## config.mk

```make
export PLATFORM = sky130hd
export DESIGN_NAME = fp_out_buffer
export DESIGN_NICKNAME = d
export VERILOG_FILES = /design/src/rtl/fp_out_pkg.sv /design/src/rtl/fp_out_fifo_mem.sv /design/src/rtl/fp_out_buffer.sv
export SDC_FILE = /design/constraint.sdc
export NUM_CORES = 1
export LEC_CHECK = 0
export BUFFER_PORTS_ARGS = -buffer_cell sky130_fd_sc_hd__buf_2
export CAP_MARGIN = 10
export CORE_UTILIZATION = 40
export DETAILED_ROUTE_END_ITERATION = 10
export HOLD_SLACK_MARGIN = 0.12
export SETUP_SLACK_MARGIN = 0.5
export SLEW_MARGIN = 20
export SYNTH_ARGS = -nofsm -noshare
export SYNTH_HDL_FRONTEND = slang
export SYNTH_SLANG_ARGS = --single-unit
```

## constraint.sdc

```tcl
create_clock -name clk -period 4.7 [get_ports clk]
set_clock_uncertainty 0.05 [all_clocks]
set_input_delay 1.41 -clock clk [delete_from_list [all_inputs] [get_ports clk]]
set_output_delay 1.41 -clock clk [all_outputs]
set_load 0.01 [all_outputs]
```

## src/rtl/fp_out_pkg.sv

```systemverilog
// Shared types and helpers for the FP multiplier output buffer.
package fp_out_pkg;

  localparam int FLAG_W        = 3;
  localparam int FLAG_NAN_BIT  = 2;
  localparam int FLAG_INF_BIT  = 1;
  localparam int FLAG_ZERO_BIT = 0;

  typedef struct packed {
    logic is_nan;
    logic is_inf;
    logic is_zero;
  } fp_flags_t;

  function automatic int count_w(input int depth);
    return $clog2(depth + 1);
  endfunction

endpackage

```

## src/rtl/fp_out_fifo_mem.sv

```systemverilog
// Register-array storage for the output FIFO: one write port, one asynchronous read port.
module fp_out_fifo_mem #(
  parameter int W     = 32,
  parameter int DEPTH = 4
) (
  input  logic                     clk,
  input  logic                     wr_en,
  input  logic [$clog2(DEPTH)-1:0] wr_addr,
  input  logic [W-1:0]             wr_data,
  input  logic [$clog2(DEPTH)-1:0] rd_addr,
  output logic [W-1:0]             rd_data
);

  logic [W-1:0] mem_q [DEPTH];
  logic [W-1:0] mem_d [DEPTH];

  always_comb begin
    mem_d = mem_q;
    if (wr_en) begin
      mem_d[wr_addr] = wr_data;
    end
  end

  always_ff @(posedge clk) begin
    mem_q <= mem_d;
  end

  assign rd_data = mem_q[rd_addr];

endmodule

```

## src/rtl/fp_out_buffer.sv

```systemverilog
// FIFO output stage for the FP multiplier with ready/accept handshake and core back-pressure.
// Optional per-entry exception flags when FP_OUT_BUFFER_EXC_FLAGS_EN is defined.
module fp_out_buffer
  import fp_out_pkg::*;
#(
  parameter int WIDTH       = 32,
  parameter int EXP_W       = 8,
  parameter int DEPTH       = 4,
  parameter int ACCEPT_MODE = 0
) (
  input  logic                         clk,
  input  logic                         rst,
  input  logic                         doneFP,
  input  logic [WIDTH-1:0]             FPoutBus,
  output logic                         fpStall,
  input  logic                         resultAccept,
  output logic [WIDTH-1:0]             outBus,
  output logic                         resultReady,
  output logic [$clog2(DEPTH+1)-1:0]   count,
  output logic                         overflow
`ifdef FP_OUT_BUFFER_EXC_FLAGS_EN
  ,
  output logic [FLAG_W-1:0]            outFlags
`endif
);

  localparam int CNT_W = count_w(DEPTH);
  localparam int PTR_W = $clog2(DEPTH);
  localparam int MAN_W = WIDTH - 1 - EXP_W;
  localparam logic [CNT_W-1:0] FULL_CNT = CNT_W'(DEPTH);

  if (DEPTH < 2 || (DEPTH & (DEPTH - 1)) != 0) begin : g_bad_depth
    $error("fp_out_buffer: DEPTH must be a power of two and at least 2");
  end
  if (EXP_W < 1 || MAN_W < 1) begin : g_bad_exp_w
    $error("fp_out_buffer: EXP_W leaves no room for a mantissa");
  end
  if (ACCEPT_MODE != 0 && ACCEPT_MODE != 1) begin : g_bad_mode
    $error("fp_out_buffer: ACCEPT_MODE must be 0 or 1");
  end

`ifdef FP_OUT_BUFFER_EXC_FLAGS_EN
  localparam int STORE_W = WIDTH + FLAG_W;
`else
  localparam int STORE_W = WIDTH;
`endif

  logic [PTR_W-1:0]   wr_ptr_q, wr_ptr_d;
  logic [PTR_W-1:0]   rd_ptr_q, rd_ptr_d;
  logic [CNT_W-1:0]   count_q, count_d;
  logic               overflow_q, overflow_d;
  logic               accept_prev_q, accept_prev_d;
  logic               empty, full, pop_req, push, pop;
  logic [STORE_W-1:0] wr_data, rd_data;

  always_comb begin
    empty         = (count_q == '0);
    full          = (count_q == FULL_CNT);
    // Edge mode: a rising edge is consumed even when nothing is there to pop.
    pop_req       = (ACCEPT_MODE == 1) ? (resultAccept && !accept_prev_q) : resultAccept;
    push          = doneFP && !full;
    pop           = !empty && pop_req;
    wr_ptr_d      = wr_ptr_q;
    rd_ptr_d      = rd_ptr_q;
    count_d       = count_q;
    accept_prev_d = resultAccept;
    overflow_d    = overflow_q | (doneFP & full);
    if (push) begin
      wr_ptr_d = wr_ptr_q + 1'b1;
    end
    if (pop) begin
      rd_ptr_d = rd_ptr_q + 1'b1;
    end
    case ({push, pop})
      2'b10:   count_d = count_q + 1'b1;
      2'b01:   count_d = count_q - 1'b1;
      default: count_d = count_q;
    endcase
  end

  always_ff @(posedge clk) begin
    if (rst) begin
      wr_ptr_q      <= '0;
      rd_ptr_q      <= '0;
      count_q       <= '0;
      overflow_q    <= 1'b0;
      accept_prev_q <= 1'b0;
    end else begin
      wr_ptr_q      <= wr_ptr_d;
      rd_ptr_q      <= rd_ptr_d;
      count_q       <= count_d;
      overflow_q    <= overflow_d;
      accept_prev_q <= accept_prev_d;
    end
  end

`ifdef FP_OUT_BUFFER_EXC_FLAGS_EN
  logic [EXP_W-1:0] in_exp;
  logic [MAN_W-1:0] in_man;
  logic             exp_ones;
  fp_flags_t        in_flags;

  always_comb begin
    in_exp           = FPoutBus[WIDTH-2 -: EXP_W];
    in_man           = FPoutBus[MAN_W-1:0];
    exp_ones         = &in_exp;
    in_flags.is_zero = (in_exp == '0) && (in_man == '0);
    in_flags.is_inf  = exp_ones && (in_man == '0);
    in_flags.is_nan  = exp_ones && (in_man != '0);
    wr_data          = {in_flags, FPoutBus};
  end

  assign outFlags = resultReady ? rd_data[WIDTH +: FLAG_W] : '0;
`else
  assign wr_data = FPoutBus;
`endif

  fp_out_fifo_mem #(
    .W     (STORE_W),
    .DEPTH (DEPTH)
  ) u_mem (
    .clk     (clk),
    .wr_en   (push && !rst),
    .wr_addr (wr_ptr_q),
    .wr_data (wr_data),
    .rd_addr (rd_ptr_q),
    .rd_data (rd_data)
  );

  assign resultReady = !empty;
  assign fpStall     = full;
  assign count       = count_q;
  assign overflow    = overflow_q;
  assign outBus      = resultReady ? rd_data[WIDTH-1:0] : '0;

endmodule
```

* Word-level counts from Yosys, hierarchy flattened
Index checks and enable logic that the tools add are counted.
Cells by class: add/subtract/negate cells 4, multipliers 0, divide/modulo/power cells 0, magnitude comparators 3, equality and inequality tests 3, shift operators 0, multiplexer cells 8, bitwise logic cells 4, reduce and logical (&&, ||, !) cells 9
Operators with widths (number):
- bitwise mux 128 bit | 1
- 2-to-1 mux 32 bit | 4
- binary-select mux 32 bit (select 2 bit) | 1
- demux 32 bit (select 2 bit) | 1
- greater-or-equal comparator 3 bit (second input constant) | 2
- inverter 2 -> 3 bit | 2
- case mux 3 bit (2 select lines) | 1
- adder 2 x 1 -> 2 bit (second input constant) | 2
- logical AND 1 bit | 4
- adder 3 x 1 -> 3 bit (second input constant) | 1
- equality test 3 bit (second input constant) | 1
- logical NOT 1 bit | 3
- logical NOT 3 bit | 1
- < comparator 3 x 1 -> 1 bit (second input constant) | 1
- subtractor 3 x 1 -> 3 bit (second input constant) | 1
- equality test 2 x 1 -> 1 bit (second input constant) | 1
- equality test 2 bit (second input constant) | 1
- nonzero test 2 bit | 1
- bitwise AND 1 bit | 1
- bitwise OR 1 bit | 1
Word-level totals: register bits 136, bits in latches 0, RAM bits 0, bits in read-only memories 0, input bits 36, output and inout port bits 38, word-level logic and storage cells 39, memories 0

* Longest topological paths before layout
Gate-level depths: netlist of the first run.
word-level depth 6, depth in mapped cells 9, depth with buffers taken out 8

* Hierarchy
Synthesis of the first run repeated with hierarchy kept, for this count alone.
Unflattened totals: cells, all modules 251, area total of the unflattened synthesis 5303.8 um2
Modules (own cells, without submodules):
- fp_out_fifo_mem | times used 1, cells an instance 171, area each 4689.5 um2, sequential area each 3843.7 um2
- fp_out_buffer | times used 1, cells an instance 80, area each 614.3 um2, sequential area each 160.2 um2

* Worst setup path after synthesis of the first run
No wires, ideal clock.
path type input port to flip-flop, start in rst, end reg u_mem.mem_q[0] (netlist name) (enable), library setup time 468 ps, data arrival time 4011 ps, required time 4182 ps, setup slack 171 ps, cell stages on the path 2, buffers on the path 1, cells stage by stage clkbuf_1 nor3b_1
On the way: cells in the longest elaborated chain, start to end 2
Ends and longest elaborated chain:
- start: declaration | RTL line fp_out_buffer.sv:12 | input logic rst,
- logical NOT 1 bit | RTL line fp_out_buffer.sv:123 | .wr_en (push && !rst),
- logical AND 1 bit | RTL line fp_out_buffer.sv:123
- end signal: assignment | RTL line fp_out_fifo_mem.sv:25 | mem_q <= mem_d;
- end: declaration | RTL line fp_out_fifo_mem.sv:14 | logic [W-1:0] mem_q [DEPTH];
No other way between the ends. A chain may end at the register's enable or synchronous reset.

* Worst setup path after layout of the first run
start reg rd_ptr_q[0], end out outBus[0]
On the way: cells in the longest elaborated chain, start to end 5
Ends and longest elaborated chain:
- start: declaration | RTL line fp_out_buffer.sv:49 | logic [PTR_W-1:0] rd_ptr_q, rd_ptr_d;
- start signal: assignment | RTL line fp_out_buffer.sv:90 | rd_ptr_q <= rd_ptr_d;
- inverter 2 -> 3 bit (not written as such) | RTL line fp_out_fifo_mem.sv:28 | assign rd_data = mem_q[rd_addr];
- binary-select mux 32 bit (select 2 bit) | RTL line fp_out_fifo_mem.sv:28
- 2-to-1 mux 32 bit (not written as such) (2 in series) | RTL line fp_out_fifo_mem.sv:28
- 2-to-1 mux 32 bit | RTL line fp_out_buffer.sv:134 | assign outBus = resultReady ? rd_data[WIDTH-1:0] : '0;
- end: declaration | RTL line fp_out_buffer.sv:17 | output logic [WIDTH-1:0] outBus,
No other way between the ends. The select of a mux whose other input is x is not followed.

==> results of run 1 <==
## path summary, 6_finish.rpt
| path | end | slack (ns) | cells past startpoint |
|---|---|---|---|
| max | outBus[0] | 1.01 | 4 |
| min | overflow$_SDFF_PP0_ | 0.43 | 2 |
| max reg2reg | count[2]$_SDFFE_PP0P_ | 2.14 | 8 |
| min reg2reg | overflow$_SDFF_PP0_ | 0.43 | 2 |
## placed cells by master (no fill, tap or decap)
| cell | n |
|---|---|
| edfxtp_1 | 128 |
| buf_2 | 73 |
| mux4_2 | 30 |
| nor2b_1 | 28 |
| clkbuf_16 | 17 |
| inv_1 | 8 |
| dfxtp_1 | 6 |
| a21oi_1 | 5 |
| nor2_1 | 5 |
| ha_1 | 5 |
| clkinvlp_4 | 5 |
| buf_4 | 5 |
| and2b_1 | 4 |
| nor3b_2 | 4 |
| nand2b_1 | 3 |
| o21ai_0 | 3 |
| or3_1 | 3 |
| xor2_1 | 3 |
| inv_6 | 3 |
| mux4_1 | 2 |
| clkinv_4 | 2 |
| bufinv_16 | 2 |
| clkbuf_1 | 2 |
| dfxtp_2 | 2 |
| o31ai_1 | 1 |
| nor3_4 | 1 |
| nor3b_4 | 1 |
| mux2i_1 | 1 |
| nand2_1 | 1 |
| fa_1 | 1 |
| clkinv_2 | 1 |
| buf_12 | 1 |
## state kept, by name (all words and copies together) (netlist names)
signal	count
count	3
overflow	1
rd_ptr_q	2
u_mem.mem_q	128
wr_ptr_q	2
## per-stage QoR
| step | hold slack, ns | utilization (%) |
|---|---|---|
| floorplan | 0.4340 | - |
| global route | 0.4736 | 50.67 |
| detailed placement | 0.4157 | 46.16 |
| CTS | 0.4298 | 50.67 |
| finish | 0.4315 | 50.67 |
| global placement | 0.3951 | 46.16 |
## layout make-up
| type | count | share of cell area, % |
|---|---|---|
| multi-input cells | 101 | 19.16 |
| flip-flops and latches | 136 | 61.65 |
| clock buffers | 19 | 6.662 |
| repair buffers | 79 | 6.508 |
| clock inverters | 13 | 2.253 |
| well taps | 172 | 3.312 |
| inverters | 8 | 0.4621 |
## critical path, stage by stage, from the launching register on
cell,delay (ns)
dfxtp_2,0.65
buf_12,0.28
mux4_1,0.57
and2b_1,0.18
buf_2,0.13
## cells in the mapped netlist (2+ instances only)
library cell | instances | area share [%]
o21ai_0 | 3 | 0.28
a21oi_1 | 5 | 0.47
edfxtp_1 | 128 | 72
buf_6 | 2 | 0.42
or3_1 | 3 | 0.35
mux4_1 | 2 | 0.98
nor2_1 | 5 | 0.35
nor3b_1 | 4 | 0.56
and2b_1 | 4 | 0.56
dfxtp_1 | 8 | 3.0
mux4_2 | 30 | 13
ha_1 | 5 | 1.2
buf_2 | 4 | 0.37
inv_1 | 8 | 0.56
xor2_1 | 3 | 0.49
buf_12 | 2 | 0.75
nor2b_1 | 28 | 3.3
nand2b_1 | 3 | 0.35
clkbuf_1 | 5 | 0.35
## per-layer routing
layer  GRT usage, %  vias up
li1               -     1188
met1          18.50     1354
met2          23.49       67
met3          5.039       11
met4          6.010        0
met5              0        -
## logic make-up after synthesis
| logic type | after synthesis | synth area share [%] |
|---|---|---|
| adder cells (fa/ha/maj) | 6 | 1.544 |
| flip-flops | 136 | 74.87 |
| AND/OR/NAND/NOR | 50 | 5.943 |
| buffers and inverters | 21 | 2.457 |
| XOR/XNOR | 3 | 0.4914 |
| multiplexers | 33 | 13.80 |
| AO/OA/AOI/OAI | 9 | 0.8890 |
## power by group
part | internal [mW] | switching [mW] | leakage [nW]
clock network | 0.785 | 0.492 | 0.267
registers | 1.40 | 0.0813 | 1.23
logic | 0.426 | 0.410 | 0.762
==> flow_summary.ini, run 1 <==
[status]
status = completed

[route]
vias_per_cell = 4.962
met1Wirelength_um = 3997
met2_wirelength_um = 4810
vias = 2620
met3_length_um = 517
drt_iter0_markers = 196
wl_um = 9438
dr.pass1.iters = 4
ant_nets = 0
drc = 0
route.top_layer_used = met4
avgRoutedWirePerCell_um = 17.88

[critical_path]
startpoint = rd_ptr_q[0]$_SDFFE_PP0P_
timing.rr.start = count[2]$_SDFFE_PP0P_
crit_arrival_ns = 2.23
cp-start-kind = flip-flop
critPathKind = flip-flop to output port
cp-end-kind = output port
cp_max_fo = 22
required_ns = 3.24

[global_routing]
grt-ovfl-total = 0
grt.total_usage_pct = 14.76
antenna_found_initial = 0
grt_max_degree = 36
first_global_vias = 2766
grt_pass1_wl_um = 14880

[sta]
period_needed_ns = 3.690
fin_ws_ns = 1.010
setup_viol_count_final = 0
max_freq_mhz = 271.0
rsz0062_at_grt = false
period_share_pct = 78.51
tightest_slew_ns = 0.8968
drv_slew = 0
timing_hold_violations_final = 0
fin_setup_tns_ns = 0
slew_headroom_pct = 40.21

[power]
power_density_nw_per_um2 = 553.4
finalPower_mw = 3.596
power.leakage_nw = 2.257
ir_worst_vdd_uv = 326.3

[floorplanning]
initial_core_util_pct = 41.70
die_h_um = 117.6
fp.dieW_um = 117.6
core_area_um2 = 12820
io_pins = 74
dieArea_um2 = 13840
rows = 41

[logic_synthesis]
netlist_area_um2 = 5348
ys_ff_latch = 136
async_reset_ff_share_pct = 0
syn-num-nets = 300
synth_cell_type_count = 25
yosys_warnings = 0
syn_avg_cell_area_um2 = 20.73
synth_flop_cell = edfxtp_1
synth-edff-count = 128
yosysSeqAreaShare_pct = 74.87
syn_inst = 258

[placed_design]
dp_slack_ns = 1.405
io_buffers = 73
hpwl_um = 5426
placed_area_um2 = 5919
gp_congestion = 0.6595
dp.cells = 496

[cells_and_area]
multiInputGateArea_um2 = 1245
layout.nets = 385
final_cell_area_um2 = 6499
area.growth.synth_to_final_pct = 21.53
num-fill-cells = 1077
seqCellArea_um2 = 4006
stdcell_count = 528
diodes = 0
post_route_cells_drive_above_1_share_pct = 41.29

[clocking]
cts_setup_buffers = 0
clock_tree.buffer_depth = 2
cts_buffers = 17
hold_buffers = 0
tritoncts = done
cts_sinks = 136
htree_levels = 4
cts.repair.resized = 0
path_clk_slew_ns = 0.06
clock_latency_ns = 0.41
root_buffer = clkbuf_16

[worst_hold_path]
hold_path_class = flip-flop to flip-flop
worstHoldStart = overflow$_SDFF_PP0_

[flow_run]
maxCapViolCount = 0
Power figures use the tool's default switching activity.
==> inputs of run 2 (changes only) <==
clock period = 3.03 ns   (was 4.7 ns; I/O delays follow)
==> flow_summary.ini, run 2 (synthesis gave the netlist of run 1 again) <==
[critical_path]
path_cells = buf_12, buf_12, mux4_2, and2b_1, buf_2
cpMaxStageDelayCell = mux4_2
crit_buf_inv = 3
cp-end-kind = output port
cp-start-kind = flip-flop
crit_arrival_ns = 1.83
path_depth = 5
crit_path_max_incr_delay_ns = 0.48
r2r-end = count[2]$_SDFFE_PP0P_
critPathKind = flip-flop to output port
r2r_cells = 8
rrSetupSlack_ns = 0.76
cp_max_fo = 7
startpoint = rd_ptr_q[0]$_SDFFE_PP0P_
crit_top_cell = buf_12
cp-endpoint = outBus[26]
timing.rr.start = count[2]$_SDFFE_PP0P_
required_ns = 2.07
critPathTopFamily = multiplexers

[cells_and_area]
area.growth.synth_to_final_pct = 32.10
final_cell_area_um2 = 7064
diodes = 0
layout_common_cells = edfxtp_1 (128), buf_2 (65), mux4_2 (31)
post_route_cells_drive_above_1_share_pct = 46.83
seqCellArea_um2 = 4013
layout.nets = 407
multiInputGateArea_um2 = 1320
post-route-util_pct = 55.08
regMostFlops = u_mem.mem_q
largest_reg_flops = 128
layout_commonest_cell = edfxtp_1
num-fill-cells = 1028
stdcell_count = 550

[clocking]
path_clk_slew_ns = 0.05
root_buffer = clkbuf_16
cts_sinks = 136
cts_buffers = 17
clock_latency_ns = 0.40
hold_buffers = 0
htree_levels = 4
clock_tree.buffer_depth = 2
tritoncts = done

[sta]
fin_ws_ns = 0.2414
tightest_slew_ns = 0.3681
period_share_pct = 92.03
setup_viol_count_final = 0
slew_headroom_pct = 75.46
max_freq_mhz = 358.6
timing_hold_violations_final = 0
drv_slew = 0
period_needed_ns = 2.789
hold-worst-slack_ns = 0.4119
fin_setup_tns_ns = 0
rsz0062_at_grt = true

[route]
ant_nets = 0
vias_per_cell = 4.976
dr.pass1.iters = 4
vias = 2737
wl_um = 10250
avgRoutedWirePerCell_um = 18.64
drc = 0
drt_iter0_markers = 128

[floorplanning]
core_area_um2 = 12820
io_pins = 74
fp.dieW_um = 117.6
die_h_um = 117.6
initial_core_util_pct = 41.70
dieArea_um2 = 13840
rows = 41

[power]
clock_power_share_pct = 34.9
power_density_nw_per_um2 = 924.8
switching_power_mw = 1.700
pwr-share-seq_pct = 34.4
ir_worst_vdd_uv = 371.3
finalPower_mw = 6.533
p_comb_share_pct = 30.7
intPower_mw = 4.833
sw_frac_of_total_pct = 26.02
power.leakage_nw = 2.532

[placed_design]
dp_slack_ns = 0.5292
dp.cells = 500
gp_congestion = 0.6682
placed_area_um2 = 6031
io_buffers = 73
hpwl_um = 5461

[global_routing]
grt_pass1_wl_um = 15260
grt_max_degree = 36
antenna_found_initial = 1
grt-ovfl-total = 0
grt.total_usage_pct = 15.13
first_global_vias = 2788

[status]
status = completed

[worst_hold_path]
hold_path_class = flip-flop to flip-flop

[flow_run]
maxCapViolCount = 0
## run 2: layer usage
metal / GRT usage, % / part of all wire, % / vias to the layer above
met1: 18.71 / 43 / 1415
met4: 6.490 / 1.4 / 0
li1: - / - / 1242
met5: 0 / 0 / -
met2: 24.74 / 51 / 67
met3: 4.457 / 3.8 / 13
## run 2: worst reg2reg max path: stages (launching register included)
cell and delay, ns:
dfxtp_1 0.44, nor3b_2 0.32, nand2b_1 0.17, ha_1 0.19, inv_1 0.06, fa_1 0.37, xor2_1 0.16, or3_1 0.31
a21oi_1 0.14
## run 2: final cells by class
class,instances,area share (%)
multi-input cells,101,18.69
clock buffers,18,6.075
clock inverters,14,3.241
flip-flops and latches,136,56.80
inverters,8,0.4251
well taps,172,3.046
repair buffers,101,11.73
## run 2: power by group through the flow
stage               clock network (mW)  logic [mW]  registers [mW]
floorplan                            0       0.993            2.25
global placement                     0        1.43            2.27
detailed placement                   0        1.44            2.28
CTS                               2.30        1.68            2.25
global route                      2.39        2.15            2.26
finish                            2.28        2.01            2.25
## run 2: timing repair
action                                  CTS  global route
buffers inserted                          6             9
gates resized for setup                  11            28
endpoints found under the setup margin   33            33
pin swaps                                 0             1
gates cloned                              2             1
## run 2: how the worst min path moves through the flow
stage,depth (start not counted),slack [ns],end,from
6_report,2,0.41,overflow$_SDFF_PP0_,overflow$_SDFF_PP0_
4_1_cts,2,0.42,overflow$_SDFF_PP0_,overflow$_SDFF_PP0_
5_1_grt,2,0.45,overflow$_SDFF_PP0_,overflow$_SDFF_PP0_
3_5_place_dp,2,0.41,overflow$_SDFF_PP0_,overflow$_SDFF_PP0_
2_1_floorplan,2,0.43,wr_ptr_q[1]$_SDFFE_PP0P_,wr_ptr_q[1]$_SDFFE_PP0P_
3_3_place_gp,2,0.39,overflow$_SDFF_PP0_,overflow$_SDFF_PP0_
